`config.mk`:
```
export PLATFORM = sky130hd
export DESIGN_NAME = simd_bit_sequencer
export DESIGN_NICKNAME = d
export VERILOG_FILES = /design/src/rtl/simd_bit_sequencer.sv
export SDC_FILE = /design/constraint.sdc
export NUM_CORES = 1
export LEC_CHECK = 0
export ABC_AREA = 1
export CORE_ASPECT_RATIO = 1.4
export CORE_MARGIN = 5
export CORE_UTILIZATION = 30
export CTS_CLUSTER_SIZE = 28
export DETAILED_ROUTE_END_ITERATION = 7
export PLACE_DENSITY = 0.51
export SETUP_SLACK_MARGIN = 0.1
export SLEW_MARGIN = 15
export SYNTH_ARGS = -nofsm -noshare
export SYNTH_HDL_FRONTEND = slang
export SYNTH_SLANG_ARGS = --single-unit
```
`constraint.sdc`:
```
create_clock -name clk -period 2.07 [get_ports clk]
set_input_delay 0.3105 -clock clk [delete_from_list [all_inputs] [get_ports clk]]
set_output_delay 0.3105 -clock clk [all_outputs]
set_load 0.005 [all_outputs]
```
`src/rtl/simd_bit_sequencer.sv`:
```
// Initiator-side sequencer for bit-serial SIMD lanes: loads operands, steps bit indices,
// collects per-lane done pulses and returns completion / timeout / divide-by-zero status.
module simd_bit_sequencer #(
  parameter int BIT_WIDTH      = 32,
  parameter int NUM_LANES      = 4,
  parameter int TIMEOUT_CYCLES = 16
) (
  input  logic                         clk,
  input  logic                         reset,
  input  logic                         req_valid,
  output logic                         req_ready,
  input  logic [1:0]                   req_op_code,
  input  logic [NUM_LANES-1:0]         req_lane_mask,
  output logic                         resp_valid,
  input  logic                         resp_ready,
  output logic                         resp_timeout,
  output logic [NUM_LANES-1:0]         resp_fail_mask,
  output logic [NUM_LANES-1:0]         resp_dbz_mask,
  output logic                         busy,
  output logic                         lane_start_op,
  output logic                         lane_start_bit,
  output logic [$clog2(BIT_WIDTH)-1:0] lane_bit_select,
  output logic [1:0]                   lane_op_code,
  input  logic [NUM_LANES-1:0]         lane_done_bit,
  input  logic [NUM_LANES-1:0]         lane_div_by_zero
);

  localparam int SEL_W  = $clog2(BIT_WIDTH);
  localparam int WAIT_W = (TIMEOUT_CYCLES > 1) ? $clog2(TIMEOUT_CYCLES) : 1;
  localparam logic [SEL_W-1:0]  LAST_BIT  = SEL_W'(BIT_WIDTH - 1);
  localparam logic [WAIT_W-1:0] LAST_WAIT = WAIT_W'(TIMEOUT_CYCLES - 1);

  typedef enum logic [2:0] {
    S_IDLE,
    S_LOAD,
    S_STEP,
    S_WAIT,
    S_RESP
  } state_t;

  // state is the FSM register; bind checkers to it directly.
  state_t               state;
  logic [NUM_LANES-1:0] mask;
  logic [NUM_LANES-1:0] done_seen;
  logic [NUM_LANES-1:0] done_now;
  logic [NUM_LANES-1:0] dbz_now;
  logic [WAIT_W-1:0]    wait_cnt;
  logic                 all_done;

  assign done_now = done_seen | (lane_done_bit & mask);
  assign all_done = (done_now == mask);
  assign dbz_now  = (lane_op_code == 2'd3) ? (lane_div_by_zero & mask) : '0;

  // Handshakes: a transfer happens on a rising clk edge where valid && ready are both high.
  // A raised valid and its payload stay unchanged until that edge; ready never depends on valid.
  always_ff @(posedge clk or posedge reset) begin
    if (reset) begin
      state           <= S_IDLE;
      req_ready       <= 1'b1;
      busy            <= 1'b0;
      resp_valid      <= 1'b0;
      resp_timeout    <= 1'b0;
      resp_fail_mask  <= '0;
      resp_dbz_mask   <= '0;
      lane_start_op   <= 1'b0;
      lane_start_bit  <= 1'b0;
      lane_bit_select <= '0;
      lane_op_code    <= '0;
      mask            <= '0;
      done_seen       <= '0;
      wait_cnt        <= '0;
    end else begin
      lane_start_op  <= 1'b0;
      lane_start_bit <= 1'b0;
      case (state)
        S_IDLE: begin
          if (req_valid && req_ready) begin
            lane_op_code    <= req_op_code;
            mask            <= req_lane_mask;
            lane_bit_select <= '0;
            req_ready       <= 1'b0;
            busy            <= 1'b1;
            lane_start_op   <= 1'b1;
            state           <= S_LOAD;
          end
        end
        S_LOAD: begin
          lane_bit_select <= '0;
          lane_start_bit  <= 1'b1;
          state           <= S_STEP;
        end
        S_STEP: begin
          done_seen <= '0;
          wait_cnt  <= '0;
          state     <= S_WAIT;
        end
        S_WAIT: begin
          // done pulses are single-cycle, so they accumulate until every enabled lane answered.
          done_seen <= done_now;
          if (all_done) begin
            if (lane_bit_select == LAST_BIT) begin
              resp_valid    <= 1'b1;
              resp_dbz_mask <= dbz_now;
              state         <= S_RESP;
            end else begin
              lane_bit_select <= lane_bit_select + 1'b1;
              lane_start_bit  <= 1'b1;
              state           <= S_STEP;
            end
          end else if (wait_cnt == LAST_WAIT) begin
            resp_valid     <= 1'b1;
            resp_timeout   <= 1'b1;
            resp_fail_mask <= mask & ~done_now;
            resp_dbz_mask  <= dbz_now;
            state          <= S_RESP;
          end else begin
            wait_cnt <= wait_cnt + 1'b1;
          end
        end
        S_RESP: begin
          if (resp_ready) begin
            resp_valid     <= 1'b0;
            resp_timeout   <= 1'b0;
            resp_fail_mask <= '0;
            resp_dbz_mask  <= '0;
            busy           <= 1'b0;
            req_ready      <= 1'b1;
            state          <= S_IDLE;
          end
        end
        default: begin
          state <= S_IDLE;
        end
      endcase
    end
  end

  a_strobes_exclusive: assert property (@(posedge clk) disable iff (reset)
    !(lane_start_op && lane_start_bit));

  a_resp_held: assert property (@(posedge clk) disable iff (reset)
    (resp_valid && !resp_ready) |=>
      (resp_valid && $stable({resp_timeout, resp_fail_mask, resp_dbz_mask})));

endmodule

```
# Word-level counts from Yosys, hierarchy flattened
# Cells that the tools add are included.
word_totals:
  ram_bits: 0
  register_bits: 36
  output_inout_bits: 21
  latch_bits: 0
  n_memories: 0
  romBits: 0
  word_cells: 91
  inputBits: 18
classes:
  reduce_logical: 13
  addsub: 2
  n_div: 0
  order_cmp: 0
  shift: 0
  eq_ne: 17
  muxes: 40
  n_bitwise: 5
  multipliers: 0
op_table:
  columns: ["operator", "n"]
  rows:
  - ["2-to-1 mux 4 bit", 9]
  - ["case mux 4 bit (2 select lines)", 4]
  - ["2-to-1 mux 3 bit", 5]
  - ["2-to-1 mux 5 bit", 3]
  - ["case mux 3 bit (5 select lines)", 1]
  - ["case mux 5 bit (3 select lines)", 1]
  - ["inequality test 2 bit, second input constant", 7]
  - ["bitwise AND 4 bit", 3]
  - ["2-to-1 mux 1 bit", 12]
  - ["AND reduction 4 bit", 3]
  - ["case mux 1 bit (2 select lines)", 5]
  - ["AND reduction 3 bit", 3]
  - ["== test 3 x 2 -> 1 bit, second input constant", 2]
  - ["inequality test 3 bit, second input constant", 2]
  - ["nonzero test 2 bit", 3]
  - ["adder 5 x 1 -> 5 bit, second input constant", 1]
  - ["== test 5 bit, second input constant", 1]
  - ["adder 4 x 1 -> 4 bit, second input constant", 1]
  - ["== test 4 bit", 1]
  - ["== test 4 bit, second input constant", 1]
  - ["NOT 4 bit", 1]
  - ["bitwise OR 4 bit", 1]
  - ["== test 3 x 1 -> 1 bit, second input constant", 1]
  - ["== test 3 bit, second input constant", 1]
  - ["5 further kinds", 5]

# Longest topological paths before layout
# Gate-level depths: netlist of the first run.
logic_depth:
  depth_word: 7
  ltp_mapped: 11
  ltp_nobuf: 11

# Least setup slack after synthesis of the first run
# Ideal clock, no wire load.
synth_timing:
  path_kind: "register to register"
  start: "register mask[0]"
  end: "register resp_valid"
  setup_ns: 0.118
  path_stages_with_launch: 10
  synth_period_minus_slack_ns: 1.508
  required_ns: 1.952
  slack_ns: 0.562
  path_buffers: 0
  arrival_time_ns: 1.389
  path_cell_list: "dfrtp_1 a21oi_1 ha_1 nand2_1 nor2_1 nand2_1 nand2_1 nand2_2 nand3_1 nand2_1"
synth_between:
  elab_chain_cells: 5
  word_cells_on_any_way: 8
  cone_classes: "eq/ne (3); mux (2); bitwise (2); reduce/logical (1)"
synth_lines:
  columns: ["element", "line_no", "text"]
  rows:
  - ["from (decl)", "43", "logic [NUM_LANES-1:0] mask;"]
  - ["from (signal assigned)", "79", "mask <= req_lane_mask;"]
  - ["bitwise AND 4 bit", "50", "assign done_now = done_seen | (lane_done_bit & mask);"]
  - ["bitwise OR 4 bit", "50", null]
  - ["== test 4 bit *", "51", "assign all_done = (done_now == mask);"]
  - ["inequality test 3 bit (no line) / 2-to-1 mux 1 bit (equally long branches)", null, null]
  - ["AND reduction 4 bit (no line) / case mux 1 bit (2 select lines) (equally long branches)", null, null]
  - ["to (signal assigned)", "61", "resp_valid <= 1'b0;"]
  - ["to (signal assigned)", "102", "resp_valid <= 1'b1;"]
  - ["to (signal assigned)", "111", "resp_valid <= 1'b1;"]
  - ["to (decl)", "14", "output logic resp_valid,"]
# Mark *: on every way between the ends. The rest lies on a longest branch, timed or not.
# A chain may end at the register's enable or synchronous reset.

# Worst setup path in the final report of the first run
layout_timing:
  start: "input port lane_done_bit[0]"
  end: "register state[2]"
layout_between:
  elab_chain_cells: 5
  word_cells_on_any_way: 7
  cone_classes: "eq/ne (2); mux (2); bitwise (2); reduce/logical (1)"
layout_lines:
  columns: ["element", "line_no", "text"]
  rows:
  - ["from (decl)", "24", "input logic [NUM_LANES-1:0] lane_done_bit,"]
  - ["bitwise AND 4 bit *", "50", null]
  - ["bitwise OR 4 bit *", "50", null]
  - ["== test 4 bit *", "51", null]
  - ["2-to-1 mux 3 bit / inequality test 3 bit (equally long branches)", null, null]
  - ["case mux 3 bit (5 select lines) / AND reduction 3 bit (equally long branches)", null, null]
  - ["to (signal assigned)", "58", "state <= S_IDLE;"]
  - ["to (signal assigned)", "104", "state <= S_RESP;"]
  - ["to (signal assigned)", "108", "state <= S_STEP;"]
  - ["to (decl)", "42", "state_t state;"]
# Marked as above.

==> results of run 1 <==
-- worst reg2reg max path: stages, from the launching register on --
cell	delay [ns]
dfrtp_1	0.42
a21oi_1	0.11
ha_1	0.28
nand2_1	0.06
nor2_2	0.18
nand2_1	0.07
nand2_1	0.12
nand2_2	0.14
nand3_1	0.15
nand2_1	0.06
-- logic make-up after synthesis --
family / count (synthesis)
and+or+nand+nor: 120
AOI/OAI and AO/OA: 16
buffers and inverters: 19
DFF: 36
xor gates and xnor gates: 3
adders and majority gates: 7
-- timing repair --
item                       in CTS  in global routing
setup buffers                   0                  0
hold endpoints to repair        0                  0
gates resized for setup         0                  1
setup endpoints to repair       0                  6
-- cell usage in the layout, fill, tap and decap left out --
cell type / instances
inv_1: 16
inv_2: 3
nor2_1: 8
o21ai_1: 2
clkbuf_8: 6
nor2_4: 5
clkbuf_1: 2
nand2_4: 1
clkdlybuf4s50_1: 38
nand4_1: 6
dfrtp_1: 35
nand3_1: 21
ha_1: 7
nand2_1: 69
o21ai_0: 9
o31ai_1: 1
a21oi_1: 4
nor2_2: 3
nand2_2: 4
or2_2: 1
xnor2_1: 1
dfstp_2: 1
buf_4: 3
nand3_2: 2
xor2_1: 2
-- metal layers --
metal | global-route usage, % | share of wire (%) | vias up
met5 | 0 | 0 | -
met4 | 4.93 | 2.2 | 0
met3 | 4.01 | 4.8 | 7
met2 | 20.8 | 52 | 32
met1 | 15.5 | 41 | 669
li1 | - | - | 744
-- metrics by stage --
step / total power (uW) / hold WS (ns) / cell area, sq um
floorplan: 1770 / 0.427 / 1740
global placement: 2230 / 0.454 / 2220
detailed placement: 2240 / 0.458 / 2220
CTS: 2780 / 0.451 / 2310
global route: 3020 / 0.482 / 2320
finish: 2750 / 0.432 / 2320
-- power by group through the flow --
stage                     Sequential, uW  Combinational, uW  Clock (uW)
final                               1070               1150         524
after global routing                1100               1350         572
after CTS                           1070               1170         535
after detailed placement            1090               1160           0
after global placement              1080               1150           0
after floorplan                     1050                712           0
-- registers in the layout, summed over array words and instances (netlist names) --
name	cells
busy	1
resp_dbz_mask	4
mask	4
lane_start_op	1
resp_valid	1
req_ready	1
lane_bit_select	5
resp_fail_mask	4
done_seen	4
resp_timeout	1
lane_start_bit	1
lane_op_code	2
wait_cnt	4
state	3
-- area by class of cell --
class / count / area [sq um]
Fill cell: 605 / 3250
Sequential cell: 36 / 902
Multi-Input combinational cell: 146 / 766
Timing Repair Buffer: 41 / 403
Clock buffer: 8 / 90.1
Tap cell: 68 / 85.1
Inverter: 19 / 71.3
-- path summary, 6_finish.rpt --
kind / endpoint / slack, ns
max: state[2] / 0.33
min: busy / 0.43
max reg2reg: state[2] / 0.39
min reg2reg: resp_dbz_mask[2] / 0.47
max in group asynchronous: req_ready / 1.30
min in group clk: resp_dbz_mask[2] / 0.47
-- cells in the mapped netlist, drive strengths merged, types with 2 or more instances --
library cell	instances
a21oi	4
dfrtp	35
ha	7
inv	19
nand2	74
nand3	23
nand4	6
nor2	16
o21ai	11
xor2	2
==> qor.csv, run 1 <==
metric;value;unit
status;completed;
dp_hpwl;3.21;mm
synthesis.instances;201;
start_util;31.2;%
diodes;0;
grt_max_degree;37;
crit_buf_inv;1;
slew_violations;0;
fin_tns_setup;0;ns
dieWidth;74.3;microns
design.die.area;0.00743;sq mm
crit_path_top_delay_cell;clkdlybuf4s50_1;
rsz0062_at_grt;no;
final_cells;318;
p_clk_share;19.1;%
p_comb_share;41.9;%
worst-slew-pin-transition;0.461;ns
post-route-min-period;1.74;ns
die_height;100;microns
syn_nets;226;
routed_wl;4.23;mm
synth_compound_area_share;4.76;%
fin_util;41.6;%
drt_iter0_drc;46;
timing.final.ws_setup;0.328;ns
synth.yosys.seq_area_share;51.9;%
synth_async_sr_flop_share;100;%
seqPwrFrac;39.0;%
crit_start;lane_done_bit[0];
crit_family;simple AND/OR/NAND/NOR gates;
rr_worst_depth;9;
skew;0.00431;ns
path_max_fanout;6;
ys.flop_type;dfrtp_1;
reg2reg_from;mask[3];
yosys.area.top_type_share;50.4;%
p_leak;0.00113;uW
antenna_left;0;
post-route-period-util;84.1;%
wl_per_cell;13.3;microns
drv_cap;0;
setup_viol;0;
ys_types;21;
synth_mux_area_share;0;%
synth_top_family_by_area;simple AND/OR/NAND/NOR gates;
fp-row-count;32;
switching_share;40.2;%
vias_per_cell;4.57;
hold_path.class;input pin to asynchronous set/reset pin;
required;2.24;ns
path_depth;10;
cts_buffers;5;
drt-pass1-iter-count;4;
root_buffer;clkbuf_8;
clockBufferDepth;2;
io_pins;39;
cp_common_cell;nand2_1;
clock_latency;0.29;ns
cts_tree;yes;
cp_slowest_stage_delay;0.48;ns
syn_avg_cell_area;8.64;sq um
timing.fmax;0.574;GHz
coreArea;0.00557;sq mm
track_usage;12.7;%
gp_congestion;0.785;
start_kind;input pin;
grt_pass1_vias;1501;
yosys_warnings;0;
grt_overflow;0;
syn2layout_area_growth;33.4;%
synth_area;0.00174;sq mm
drive_gt1_share;11.6;%
ys_ff_latch;36;
place_inst;310;
crit_path_cell_trace;clkdlybuf4s50_1 -> a21oi_1 -> ha_1 -> nand2_1 -> nor2_2 -> nand2_1 -> nand2_1 -> nand2_2 -> nand3_1 -> nand2_1;
synthAdderAreaFrac;5.04;%
grt_pass1_wl;7.17;mm
fin_nets;274;
holdBufCountCts;0;
synth_xor_area_share;1.51;%
synth_area_leaders;dfrtp_1 50%, nand2_1 15%, nand3_1 6.1%;
path_clk_slew;0.07;ns
dp_slack;-0.0454;ns
relSlewSlack;69.2;%
drc;0;
hold_viol;0;
vdd_drop_max;0.511;mV
synthSimpleGateAreaFrac;32.6;%
cts_sinks;36;
pwr_density_cell;1190;mW/mm^2
grt_antenna_before_repair;0;
power.switching;1100;uW
setup.worst_path.class;input pin to flip-flop;
crit_arrival;1.92;ns
cts_max_level;2;
endpoint_kind;flip-flop;
num_vias;1452;
synth_edf_count;0;
synth_area_leader_cell;dfrtp_1;
portBuffers;38;
internal_power;1640;uW
No activity file was read; power rests on OpenSTA's default activity.
==> run 2, diff against run 1 <==
- PLACE_DENSITY: 0.51 -> 0.53
- clock period: 2.07 -> 1.5 ns (I/O delays scaled with it)
==> qor.csv, run 2 (same netlist as run 1, synthesis figures left out) <==
metric;value;unit
status;finished, violations left;
violations;setup timing;
setup_viol;20;
fin_nets;299;
timing.final.ws_setup;-0.0769;ns
pwr_density_cell;1600;mW/mm^2
skew;0.00499;ns
diodes;0;
rsz0062_at_grt;yes;
post-route-min-period;1.58;ns
start_util;31.2;%
drc;0;
dieWidth;74.3;microns
io_pins;39;
final_cell_mix;65 x nand2_1, 35 x dfrtp_1, 25 x buf_4;
p_clk_share;17.1;%
grt_overflow;0;
cts_buffers;5;
final_cells;343;
crit_arrival;1.76;ns
fill_cells;548;
num_vias;1526;
design_area;0.00265;sq mm
seqPwrFrac;35.0;%
post-route-period-util;105;%
antenna_left;0;
dp_hpwl;3.20;mm
relSlewSlack;81.0;%
hold_path.class;input pin to asynchronous set/reset pin;
portBuffers;38;
worst-slew-pin-transition;0.286;ns
fin_hold_ws;0.281;ns
design.die.area;0.00743;sq mm
wl_per_cell;12.3;microns
drv_cap;0;
clock_latency;0.29;ns
start_kind;input pin;
top_usage_layer;met2;
grtUsageMet3;3.01;%
grt_pass1_vias;1493;
p_comb_share;48.0;%
largest_register;lane_bit_select;
cts_tree;yes;
switching_share;40.6;%
grt_max_degree;37;
drt_iter0_drc;58;
place_inst;323;
required;1.68;ns
cts_sinks;36;
path_clk_slew;0.07;ns
fp-row-count;32;
largest_register_ffs;5;
placed_area;0.00238;sq mm
layout_commonest_cell;nand2_1;
grt_antenna_before_repair;0;
hold_viol;0;
grt_pass1_wl;7.04;mm
timing.fmax;0.634;GHz
p_leak;0.00145;uW
internal_power;2520;uW
routed_wl;4.23;mm
die_height;100;microns
vias_per_cell;4.45;
power.switching;1720;uW
cts_max_level;2;
setup.worst_path.class;input pin to flip-flop;
slew_violations;0;
root_buffer;clkbuf_8;
syn2layout_area_growth;52.4;%
drive_gt1_share;27.3;%
drt-pass1-iter-count;6;
path_max_fanout;6;
coreArea;0.00557;sq mm
gr-usage-met2;19.9;%
endpoint_kind;flip-flop;
vdd_drop_max;0.980;mV
seqCellArea;902;sq um
gp_congestion;0.773;
multiInputGateArea;876;sq um
met1_usage;15.8;%
track_usage;12.4;%
clockBufferDepth;2;
## run 2: final timing paths
check / slack [ns] / cells past startpoint / from / to
max: -0.08 / 10 / lane_done_bit[2] / resp_dbz_mask[1]
min: 0.28 / 3 / reset / wait_cnt[2]
max reg2reg: -0.07 / 9 / mask[1] / resp_dbz_mask[1]
min reg2reg: 0.48 / 2 / req_ready / req_ready
max in group asynchronous: 0.97 / 3 / reset / req_ready
min in group clk: 0.47 / 3 / req_op_code[1] / lane_op_code[1]
## run 2: what timing repair did
item                       in CTS  in global routing
resized for setup              19                 12
setup endpoints to repair      33                 38
hold buffers                    0                  0
buffers inserted                3                  9
## run 2: area by class of cell
cell class / count / area share (%)
Sequential cell: 36 / 34.1
Multi-Input combinational cell: 146 / 33.1
Timing Repair Buffer: 66 / 23.4
Tap cell: 68 / 3.22
Clock buffer: 6 / 3.12
Inverter: 19 / 2.70
Clock inverter: 2 / 0.378
## run 2: critical path, stage by stage
cell,delay (ns)
clkdlybuf4s50_1,0.49
a21oi_2,0.07
ha_1,0.29
nand2_2,0.07
nor2_4,0.15
nor2_2,0.08
nor2_4,0.18
nand2_4,0.09
nand2_1,0.06
nand2_1,0.04
## run 2: per-stage QoR
stage	total power, uW	setup WS (ns)	TNS [ns]	util [%]
floorplan	2610	0.0769	0	-
global placement	3380	-0.384	-7.45	42.8
detailed placement	3400	-0.396	-7.85	42.8
CTS	4180	-0.0990	-0.992	45.6
global route	4600	-0.197	-2.81	47.5
finish	4240	-0.0769	-0.766	47.5
## run 2: power groups by stage
stage | sequential, uW | combinational, uW | clock (uW)
6_report | 1480 | 2030 | 723
5_1_grt | 1520 | 2280 | 795
4_1_cts | 1490 | 1940 | 752
3_5_place_dp | 1500 | 1900 | 0
3_3_place_gp | 1500 | 1880 | 0
2_1_floorplan | 1470 | 1130 | 0
## run 2: routing by layer
metal	part of all wire [%]	up-vias	wire, microns
met4	2.2	0	92
li1	-	796	-
met1	43	699	1820
met3	3.8	7	161
met2	51	24	2150
met5	0	-	0
==> run 3, diff against run 2 <==
==> constraint.sdc (replaced) <==
create_clock -name clk -period 1.5 [get_ports clk]
set_input_delay 0.3 -clock clk [delete_from_list [all_inputs] [get_ports clk]]
set_output_delay 0.3 -clock clk [all_outputs]
set_load 0.005 [all_outputs]
==> qor.csv, run 3 (same netlist as run 1, synthesis figures left out) <==
metric;value;unit
worst-slew-pin-transition;0.285;ns
cts_tree;yes;
grt_overflow;0;
grt_pass1_vias;1541;
design.die.area;0.00743;sq mm
holdBufCountCts;0;
dieWidth;74.3;microns
cts_sinks;36;
slew_violations;0;
post-route-period-util;104;%
drive_gt1_share;33.5;%
start_kind;flip-flop;
final_cell_mix;59 x nand2_1, 34 x dfrtp_1, 27 x buf_4;
fin_nets;302;
largest_register_ffs;5;
drv_cap;0;
fin_tns_setup;-0.543;ns
rsz0062_at_grt;yes;
power.switching;1870;uW
track_usage;12.7;%
p_leak;0.00140;uW
fin_total_pwr;4650;uW
portBuffers;38;
cts_buffers;5;
clock_latency;0.29;ns
placed_area;0.00238;sq mm
start_util;31.2;%
wl_per_cell;12.4;microns
fill_cells;553;
status;finished, violations left;
pwr_density_cell;1700;mW/mm^2
root_buffer;clkbuf_8;
grt_pass1_wl;7.16;mm
design_area;0.00273;sq mm
hold_path.class;input pin to asynchronous set/reset pin;
antenna_left;0;
vias_per_cell;4.54;
required;1.69;ns
violations;setup timing;
hold_viol;0;
switching_share;40.2;%
path_max_fanout;6;
rrSetupSlack;-0.07;ns
post-route-min-period;1.57;ns
grt_antenna_before_repair;0;
relSlewSlack;81.0;%
path_clk_slew;0.07;ns
crit_arrival;1.75;ns
setup.worst_path.class;flip-flop to flip-flop;
diodes;0;
coreArea;0.00557;sq mm
fin_hold_ws;0.348;ns
die_height;100;microns
seqPwrFrac;31.9;%
grt_max_degree;37;
p_comb_share;49.7;%
clockBufferDepth;2;
vdd_drop_max;0.840;mV
setup_viol;16;
skew;0.00322;ns
largest_register;lane_bit_select;
drc;0;
fp-row-count;32;
cts_max_level;2;
timing.fmax;0.639;GHz
drt-pass1-iter-count;4;
layout_commonest_cell;nand2_1;
endpoint_kind;flip-flop;
dp_hpwl;3.20;mm
timing.final.ws_setup;-0.0651;ns
drt_iter0_drc;52;
syn2layout_area_growth;57.1;%
io_pins;39;
routed_wl;4.28;mm
num_vias;1572;
internal_power;2780;uW
p_clk_share;18.4;%
gp_congestion;0.757;
[run 3: changes by cell type in the layout (fill, tap and decap cells not counted), moves of 3 or more]
cell             before  now
dlygate4sd2_1         9   23
clkdlybuf4s50_1      21   13
dlymetal6s2s_1        8    0
nand2_1              65   59
nand2_2               6   10
o21ai_2               0    3
[run 3: area by class of cell]
type / count / area (sq um) / area share, %
Clock inverter: 2 / 35.0 / 1.28
Sequential cell: 36 / 903 / 33.1
Clock buffer: 6 / 72.6 / 2.66
Inverter: 19 / 71.3 / 2.61
Tap cell: 68 / 85.1 / 3.12
Timing Repair Buffer: 69 / 612 / 22.4
Multi-Input combinational cell: 146 / 948 / 34.8
[run 3: worst max-delay path, cell delays in order (launching register included)]
cell and delay [ns]:
dfrtp_1 0.42, a21oi_2 0.08, ha_1 0.29, nand2_2 0.07
nor2_4 0.15, nor2_4 0.06, nor2_4 0.18, nand2_4 0.09
nand2_1 0.08, nand2_1 0.05
[run 3: layer usage]
layer	track usage [%]	vias up	wire, microns
met3	2.71	8	167
met4	5.34	0	83
li1	-	801	-
met1	15.4	739	1770
met2	21.4	24	2250
met5	0	-	0
[run 3: what timing repair did]
action	4_1_cts	5_1_grt
setup buffers	11	6
endpoints found under the setup margin	44	29
pin swaps	10	13
gates resized for setup	40	24
endpoints found under the hold margin	0	0
[run 3: power groups by stage]
stage	combinational (uW)	sequential, uW	clock (uW)
2_1_floorplan	1130	1470	0
3_3_place_gp	1890	1500	0
3_5_place_dp	1910	1500	0
4_1_cts	2050	1480	884
5_1_grt	2570	1520	919
6_report	2310	1480	855
[run 3: path summary, 6_finish.rpt]
check                                to    start  cells after the start
setup / recovery             resp_valid  mask[1]                      9
hold reg to reg                    busy     busy                      2
hold / removal             done_seen[0]    reset                      3
setup reg to reg             resp_valid  mask[1]                      9
max in group asynchronous     req_ready    reset                      3
min in group clk                   busy     busy                      2
[run 3: stage by stage]
stage | instances | setup slack (ns) | utilization, %
after floorplan | 201 | 0.0769 | -
after global placement | 322 | -0.461 | 42.9
after detailed placement | 322 | -0.472 | 42.9
after CTS | 341 | -0.0880 | 47.1
after global routing | 346 | -0.165 | 49.0
final | 346 | -0.0651 | 49.0
==> RTL edit (config.mk and constraints of run 2) <==
`BIT_WIDTH`: 32 -> 16.
--- a/src/rtl/simd_bit_sequencer.sv
+++ b/src/rtl/simd_bit_sequencer.sv
@@ -1,7 +1,7 @@
 // Initiator-side sequencer for bit-serial SIMD lanes: loads operands, steps bit indices,
 // collects per-lane done pulses and returns completion / timeout / divide-by-zero status.
 module simd_bit_sequencer #(
-  parameter int BIT_WIDTH      = 32,
+  parameter int BIT_WIDTH      = 16,
   parameter int NUM_LANES      = 4,
   parameter int TIMEOUT_CYCLES = 16
 ) (
Ports: changed (resized lane_bit_select); port bits go from 39 to 38. The function was not compared with the original's and may differ.
==> RTL edit against run 2 <==
- the run still ends with setup timing left
- synthesized cell count down 3.0%
- wire length down 0.80%
- worst setup slack worse by 20 ps
- register-to-register slack worse by 30 ps
- clock power up 4.1%
- sequential cell count down 1
- power up 2.6%
- core utilization down 0.83 points
- synthesized area down 2.9%
- global-route usage up 0.47 points
- clock skew about the same
- cell area down 3.2%
- critical path type is now reg2reg
- highest routed layer unchanged
==> RTL edit: results <==
set metrics [dict create \
    io_buffer_count 37 \
    finClkSkew_ps 4.762 \
    startpoint "mask[0]" \
    place_congestion 0.7652 \
    hpwl_um 3180 \
    ys_seq_area_share_pct 52.00 \
    grt_pass1_wl_um 7155 \
    vias 1538 \
    status "complete, but fails checks" \
    path_max_fanout 6 \
    fin_tns_setup_ps -1086 \
    root_buffer "clkbuf_8" \
    path_clk_slew_ps 70 \
    synth_xor_area_share_pct 1.558 \
    whs_ps 263.7 \
    muxShareOfSynthArea_pct 0 \
    grt_pass1_vias 1593 \
    violations "setup timing" \
    drtIter0Drc 52 \
    post_drt_wl_per_cell_um 12.60 \
    grt_usage_pct 12.82 \
    h-tree-depth 2 \
    p_leak_nw 1.367 \
    synth_fp_nets 219 \
    critPathRequiredTime_ps 1720 \
    ir_drop_mv 0.9367 \
    fillCellCount 552 \
    worst_slew_pin_slew_ps 315.7 \
    final_nets 288 \
    synth_fa_ha_area_share_pct 4.451 \
    setup-violations-final 21 \
    pre_cts_ws_ps -396.1 \
    grt_antenna_before_repair 0 \
    die_x_um 73.37 \
    first_pass_iters 4 \
    grt_max_degree 20 \
    synth.top_cells.by_count "67 x nand2_1, 34 x dfrtp_1, 22 x nand3_1, 15 x inv_1, 10 x o21ai_0" \
    synth-compound-area-share_pct 6.231 \
    synthTopCellsByArea "dfrtp_1 50%, nand2_1 15%, nand3_1 6.5%" \
    worst_slack_ps -97.00 \
    drive_gt1_share_pct 26.42 \
    endpoint "resp_dbz_mask[2]" \
]
==> RTL edit: worst min path at each step <==
stage                          start               end  cells past startpoint
global placement    resp_dbz_mask[0]  resp_dbz_mask[0]                      2
detailed placement         req_ready         req_ready                      2
global route                   reset          state[1]                      3
floorplan             req_op_code[0]   lane_op_code[0]                      2
finish                         reset           mask[3]                      3
CTS                            reset           mask[3]                      3
==> RTL edit: worst max-delay path, cell delays in order (launching register included) <==
cell and delay, ps:
dfrtp_1 420, a21oi_2 80, ha_1 290, nand2_2 70
nor2_4 170, nor2_4 70, nor2_4 180, buf_4 150
nand3_1 50, nand2_1 60
==> RTL edit: kinds of logic after synthesis <==
logic type                 Yosys count
AOI/OAI and AO/OA                   20
xor gates and xnor gates             3
adders and majority gates            6
buffers and inverters               17
DFF                                 35
and+or+nand+nor                    114
==> RTL edit: per-layer routing <==
layer	GRT usage, %	wire (um)	vias to the layer above
met5	0	0	-
met4	5.858	85	0
met3	3.469	224	7
met2	21.02	2117	28
met1	15.38	1769	733
li1	-	-	770
==> RTL edit: final cells by class <==
| class | instances | area share (%) |
|---|---|---|
| clock buffer | 8 | 3.906 |
| tap | 68 | 3.320 |
| multi-input combinational | 143 | 33.54 |
| inverter | 17 | 2.783 |
| timing repair buffer | 62 | 22.17 |
| sequential | 35 | 34.28 |
==> RTL edit: what timing repair did <==
action	4_1_cts	5_1_grt
pin swaps	7	3
endpoints found under the setup margin	29	36
gates resized for setup	16	15
buffers inserted	7	5
==> RTL edit: metrics by stage <==
stage                     utilization, %  cell area, um^2  std cells
after floorplan                        -             1737        195
after global placement             41.74             2290        313
after detailed placement           41.74             2290        313
after CTS                          45.10             2474        328
after global routing               46.72             2562        333
final                              46.72             2562        333
==> RTL edit: power breakdown <==
group          total, mW  switching [mW]  internal (mW)
clock network      0.753           0.334          0.419
logic               2.15            1.18          0.966
registers           1.45           0.221           1.23
total               4.35            1.74           2.61
